### config.mk
export PLATFORM = sky130hd
export DESIGN_NAME = vga_timing_gen
export DESIGN_NICKNAME = d
export VERILOG_FILES = /design/src/rtl/vga_timing_gen.sv
export SDC_FILE = /design/constraint.sdc
export NUM_CORES = 1
export LEC_CHECK = 0
export ABC_AREA = 1
export CORE_ASPECT_RATIO = 1.5
export CORE_MARGIN = 5
export CORE_UTILIZATION = 44
export DETAILED_ROUTE_END_ITERATION = 8
export GPL_ROUTABILITY_DRIVEN = 0
export PLACE_DENSITY = 0.64
export SLEW_MARGIN = 5
export SYNTH_ARGS = -nofsm -noshare
export SYNTH_HDL_FRONTEND = slang
export SYNTH_SLANG_ARGS = --single-unit
### constraint.sdc
create_clock -name vga_clk -period 3.85 [get_ports vga_clk]
set_input_delay 0.5775 -clock vga_clk [delete_from_list [all_inputs] [get_ports vga_clk]]
set_output_delay 0.5775 -clock vga_clk [all_outputs]
set_load 0.005 [all_outputs]
### src/rtl/vga_timing_gen.sv
// Raster timing generator: scan position, active-video flag, syncs,
// per-frame strobes and a free-running frame counter.
module vga_timing_gen #(
    parameter int H_VISIBLE = 640,
    parameter int H_FP      = 16,
    parameter int H_SYNC    = 96,
    parameter int H_BP      = 48,
    parameter int V_VISIBLE = 480,
    parameter int V_FP      = 10,
    parameter int V_SYNC    = 2,
    parameter int V_BP      = 33
) (
    input  logic        vga_clk,
    input  logic        reset,
    output logic [9:0]  DrawX,
    output logic [9:0]  DrawY,
    output logic        blank,
    output logic        hs,
    output logic        vs,
    output logic        sync,
    output logic        frame_start,
    output logic        vblank_start,
    output logic [15:0] frame_count
);

    localparam int H_TOTAL = H_VISIBLE + H_FP + H_SYNC + H_BP;
    localparam int V_TOTAL = V_VISIBLE + V_FP + V_SYNC + V_BP;

    generate
        if (H_TOTAL > 1024 || V_TOTAL > 1024) begin : g_bad_total
            $error("vga_timing_gen: H_TOTAL/V_TOTAL exceed 1024");
        end
    endgenerate

    localparam logic [9:0] H_LAST  = 10'(H_TOTAL - 1);
    localparam logic [9:0] V_LAST  = 10'(V_TOTAL - 1);
    localparam logic [9:0] H_VIS   = 10'(H_VISIBLE);
    localparam logic [9:0] V_VIS   = 10'(V_VISIBLE);
    localparam logic [9:0] HS_BEG  = 10'(H_VISIBLE + H_FP);
    localparam logic [9:0] HS_END  = 10'(H_VISIBLE + H_FP + H_SYNC);
    localparam logic [9:0] VS_BEG  = 10'(V_VISIBLE + V_FP);
    localparam logic [9:0] VS_END  = 10'(V_VISIBLE + V_FP + V_SYNC);

    logic [9:0] x_nxt;
    logic [9:0] y_nxt;
    logic       at_origin;

    always_comb begin
        x_nxt = DrawX + 10'd1;
        y_nxt = DrawY;
        if (DrawX == H_LAST) begin
            x_nxt = '0;
            y_nxt = (DrawY == V_LAST) ? 10'd0 : DrawY + 10'd1;
        end
    end

    assign at_origin = (x_nxt == 10'd0) && (y_nxt == 10'd0);
    assign sync      = 1'b0;

    // Flags decode the next position so they line up with DrawX/DrawY.
    always_ff @(posedge vga_clk or posedge reset) begin
        if (reset) begin
            DrawX        <= H_LAST;
            DrawY        <= V_LAST;
            blank        <= 1'b0;
            hs           <= 1'b1;
            vs           <= 1'b1;
            frame_start  <= 1'b0;
            vblank_start <= 1'b0;
            frame_count  <= 16'hFFFF;
        end else begin
            DrawX        <= x_nxt;
            DrawY        <= y_nxt;
            blank        <= (x_nxt < H_VIS) && (y_nxt < V_VIS);
            hs           <= !((x_nxt >= HS_BEG) && (x_nxt < HS_END));
            vs           <= !((y_nxt >= VS_BEG) && (y_nxt < VS_END));
            frame_start  <= at_origin;
            vblank_start <= (x_nxt == 10'd0) && (y_nxt == V_VIS);
            frame_count  <= frame_count + 16'(at_origin);
        end
    end

endmodule
==> impl_results.html, run 1 <==
<table>
<tr><th>Metric</th><th>Value</th></tr>
<tr><th colspan="2">Outcome</th></tr>
<tr><td>Status</td><td>complete, no violations</td></tr>
<tr><th colspan="2">CTS</th></tr>
<tr><td>Clock transition at the registers of the reported paths</td><td>80 ps</td></tr>
<tr><td>CTS max path bufs</td><td>2</td></tr>
<tr><td>H-tree levels</td><td>2</td></tr>
<tr><td>Clock root buffer</td><td>clkbuf_8</td></tr>
<tr><td>Number of buffers inserted by hold repair at cts</td><td>0</td></tr>
<tr><td>TritonCTS sink count</td><td>41</td></tr>
<tr><td>Total CTS buffers</td><td>5</td></tr>
<tr><td>CTS tree</td><td>built</td></tr>
<tr><td>Worst skew pair latency</td><td>290 ps</td></tr>
<tr><th colspan="2">Routing</th></tr>
<tr><td>Number of nets with antenna violations after detailed routing</td><td>0</td></tr>
<tr><td>DRC violation count after routing</td><td>0</td></tr>
<tr><td>Via-to-Cell Ratio</td><td>4.91</td></tr>
<tr><td>Vias post-DR</td><td>2,086</td></tr>
<tr><td>Routed wirelength normalized by instance count</td><td>13.3 um</td></tr>
<tr><td>Detailed Routing Iterations Pass 1</td><td>4</td></tr>
<tr><td>Violation count after the first detailed-route iteration</td><td>81</td></tr>
<tr><td>Routed wire length</td><td>approximately 5600 um</td></tr>
<tr><th colspan="2">Placed design</th></tr>
<tr><td>Instance count after placement with tap cells included</td><td>415</td></tr>
<tr><td>Pre-CTS WS</td><td>391 ps</td></tr>
<tr><td>Port Buffer Count</td><td>42</td></tr>
<tr><td>DPL Wire Length</td><td>4200 um</td></tr>
<tr><th colspan="2">Floorplanning</th></tr>
<tr><td>Number of rows in the core area</td><td>33</td></tr>
<tr><td>Initial standard-cell utilization of the core</td><td>45.7%</td></tr>
<tr><td>Chip Width</td><td>71.7 um</td></tr>
<tr><td>I/O pin total</td><td>44</td></tr>
<tr><td>Die height</td><td>103 um</td></tr>
<tr><td>Core outline area</td><td>0.00549 mm2</td></tr>
<tr><td>Area of the die</td><td>0.00735 mm2</td></tr>
<tr><th colspan="2">Power and ir drop</th></tr>
<tr><td>Fraction of power spent switching nets</td><td>19.8%</td></tr>
<tr><td>Clock power frac</td><td>44.9%</td></tr>
<tr><td>Switching power summed over all nets</td><td>between 0.15 and 0.2 mW</td></tr>
<tr><td>P_int</td><td>about 0.65 mW</td></tr>
<tr><td>Static leakage</td><td>around 1.4 nW</td></tr>
<tr><td>Pwr Density</td><td>roughly 260 mW/mm2</td></tr>
<tr><td>Comb pwr share</td><td>1.4%</td></tr>
<tr><td>Max rail drop VDD</td><td>0.151 mV</td></tr>
<tr><td>Relative contribution of sequential cells to total power</td><td>53.7%</td></tr>
<tr><th colspan="2">Critical path</th></tr>
<tr><td>R2R setup slack</td><td>480 ps</td></tr>
<tr><td>Worst R2R End</td><td>frame_count[14]</td></tr>
<tr><td>Max Fanout on Critical Path</td><td>10</td></tr>
<tr><td>Crit. Startpoint</td><td>DrawY[0]</td></tr>
<tr><td>Start of the worst register-to-register path</td><td>DrawY[0]</td></tr>
<tr><td>Critical path startpoint category</td><td>register</td></tr>
<tr><td>CP endpoint kind</td><td>register</td></tr>
<tr><td>CP Data Arrival Time</td><td>3590 ps</td></tr>
<tr><td>Required time of the critical path</td><td>4070 ps</td></tr>
<tr><td>Depth of the worst register-to-register path</td><td>20</td></tr>
<tr><td>Capturing element of the worst setup path</td><td>frame_count[14]</td></tr>
<tr><td>CP Class</td><td>reg2reg</td></tr>
<tr><th colspan="2">GRT</th></tr>
<tr><td>Initial antenna violation count</td><td>0</td></tr>
<tr><td>Largest net degree at the start of global routing</td><td>27</td></tr>
<tr><td>Total GRT Usage</td><td>16.2%</td></tr>
<tr><td>Via count of the first global-routing pass</td><td>2,090</td></tr>
<tr><td>Wire length of the first global-routing pass</td><td>9470 um</td></tr>
<tr><td>Global route total overflow</td><td>0</td></tr>
<tr><th colspan="2">Timing</th></tr>
<tr><td>Min Tclk post-route</td><td>about 3400 ps</td></tr>
<tr><td>Unrepaired setup endpoints after global routing</td><td>no</td></tr>
<tr><td>Setup-violating endpoint count in the final report</td><td>0</td></tr>
<tr><td>Setup clock skew after layout</td><td>3.24 ps</td></tr>
<tr><td>Final critical-path share of the clock period</td><td>87.6%</td></tr>
<tr><td>Achievable frequency</td><td>between 200 and 300 MHz</td></tr>
<tr><td>Slew @ Worst Pin</td><td>1010 ps</td></tr>
<tr><td>Final Hold Violating Endpoints</td><td>0</td></tr>
<tr><td>Number of max-slew violations in the final report</td><td>0</td></tr>
<tr><td>Crit path setup slack, layout</td><td>479 ps</td></tr>
<tr><td>Slew Limit Headroom</td><td>32.4%</td></tr>
<tr><td>Tightest hold margin</td><td>512 ps</td></tr>
<tr><td>Final setup TNS</td><td>0 ps</td></tr>
<tr><th colspan="2">Yosys</th></tr>
<tr><td>Most instantiated flip-flop cell in the synthesis netlist</td><td>dfstp_2</td></tr>
<tr><td>Cell types with the largest area share after synthesis</td><td>dfstp_2 (29%), dfrtp_1 (13%), nand2_1 (12%)</td></tr>
<tr><td>Post-synth top area cell</td><td>dfstp_2</td></tr>
<tr><td>Post-Syn Instances</td><td>~300</td></tr>
<tr><td>Post-synthesis sequential area ratio</td><td>42.3%</td></tr>
<tr><td>Area share of the leading cell type in the synthesized netlist</td><td>slightly below 30%</td></tr>
<tr><td>Post-synth design cell area</td><td>0.00251 mm2</td></tr>
<tr><td>Post-synth cell types</td><td>31</td></tr>
<tr><td>FF+latch count, synth</td><td>between 40 and 50</td></tr>
<tr><td>Post-Synthesis Mean Instance Area</td><td>around 8 um2</td></tr>
<tr><td>Number of nets in the synthesized netlist</td><td>317</td></tr>
<tr><td>EDFF count, synth</td><td>0</td></tr>
<tr><td>Yosys warnings</td><td>0</td></tr>
<tr><td>Post-synthesis async set-or-reset flop share</td><td>100%</td></tr>
<tr><th colspan="2">Layout</th></tr>
<tr><td>Core occupancy in the finished layout</td><td>56.5%</td></tr>
<tr><td>Most common library cell in the layout ignoring fill and taps</td><td>nand2_1</td></tr>
<tr><td>Net count of the finished layout</td><td>approximately 360</td></tr>
<tr><td>Synthesis-to-finish area growth</td><td>23.5%</td></tr>
<tr><td>Most frequent cells in the layout</td><td>nand2_1 (77), clkdlybuf4s50_1 (42), nor2_1 (37)</td></tr>
<tr><td>N_diodes</td><td>0</td></tr>
<tr><td>Number of cells in the finished layout apart from fillers</td><td>approximately 430</td></tr>
<tr><td>Share of final-layout standard cells stronger than drive strength 1</td><td>between 20% and 30%</td></tr>
<tr><th colspan="2">Run</th></tr>
<tr><td>Number of maximum-capacitance constraint violations</td><td>0</td></tr>
<tr><th colspan="2">Min path</th></tr>
<tr><td>Type of the tightest min-delay check</td><td>reg2reg</td></tr>
<tr><td>Origin of the worst min-delay path</td><td>frame_count[5]</td></tr>
</table>
kinds of logic (layout without fill, tap and decap cells):
group,after synthesis,after routing,share of synthesized area (%)
AOI/OAI and AO/OA,7,7,1.59
DFF,41,41,42.3
other,1,1,0.149
adders and majority gates,6,6,2.99
buffers and inverters,49,94,9.22
xor gates and xnor gates,17,17,5.93
and+or+nand+nor,188,189,37.9
sequential cells by signal (all words and copies together), names as in the netlist:
signal	cells
DrawX	10
blank	1
vblank_start	1
frame_start	1
vs	1
hs	1
DrawY	10
frame_count	16
cell type report:
class / count / area, um2
Clock buffer: 6 / 82.6
Tap cell: 70 / 87.6
Inverter: 41 / 154
Multi-Input combinational cell: 220 / 1230
Timing Repair Buffer: 45 / 443
Sequential cell: 41 / 1060
Clock inverter: 2 / 37.5
Fill cell: 522 / 2390
worst min path at each step:
stage	endpoint	slack, ps	cells past startpoint
6_report	frame_count[5]	510	1
5_1_grt	frame_count[5]	520	1
4_1_cts	frame_count[5]	510	1
3_5_place_dp	frame_count[5]	500	1
3_3_place_gp	frame_count[5]	500	1
2_1_floorplan	frame_count[5]	490	1
worst max-delay path: stages, from the launching register on:
cell and delay (ps):
dfrtp_1 530, ha_1 300, inv_1 100, nor2_4 140, nand2_1 110, nor2_4 160
nand3_2 110, nand2_4 100, inv_2 40, nor2_2 80, nand3_1 70, nor2_1 160
ha_1 190, ha_1 170, nand2_1 80, nor3_2 200, nand3_1 140, nor2_1 180
nand3_1 130, nor2_1 130, xor2_1 160
power by group through the flow:
stage | registers, mW | logic, mW | clock network, mW
2_1_floorplan | 0.439 | 0.00703 | 0
3_3_place_gp | 0.439 | 0.0117 | 0
3_5_place_dp | 0.439 | 0.0116 | 0
4_1_cts | 0.432 | 0.0117 | 0.375
5_1_grt | 0.432 | 0.0132 | 0.393
6_report | 0.432 | 0.0110 | 0.361
per-layer routing:
metal	global-route usage, %	vias to the layer above	part of all wire [%]
met5	0	-	0
met4	7.53	0	2.7
met3	2.63	14	3.5
met2	29.5	46	53
met1	18.4	980	41
li1	-	1046	-
synthesized netlist by cell type (all sizes together), types with 2 or more instances:
cell    number
nand2       89
nor2        51
inv         39
nand3       32
dfstp       28
dfrtp       13
xor2        13
buf          8
nand4        8
ha           6
nor3         5
xnor2        4
o21ai        3
a21oi        2
clkinv       2
o21bai       2
per-stage QoR:
step                      instance area, um2  total power [mW]
after CTS                               3080             0.819
after global routing                    3100             0.838
after detailed placement                2960             0.451
after global placement                  2960             0.451
final                                   3100             0.804
after floorplan                         2510             0.446
repair_timing:
action,in CTS,in global routing
endpoints found under the setup margin,0,1
setup buffers,0,1
gates resized for setup,0,1
(Power assumes the default switching activity.)
==> run 2: changes to the inputs <==
ABC_CLOCK_PERIOD_IN_PS = 3850   (was not set)
==> results of run 2 <==
Final layout, timing and power as in run 1 (identical DEF).
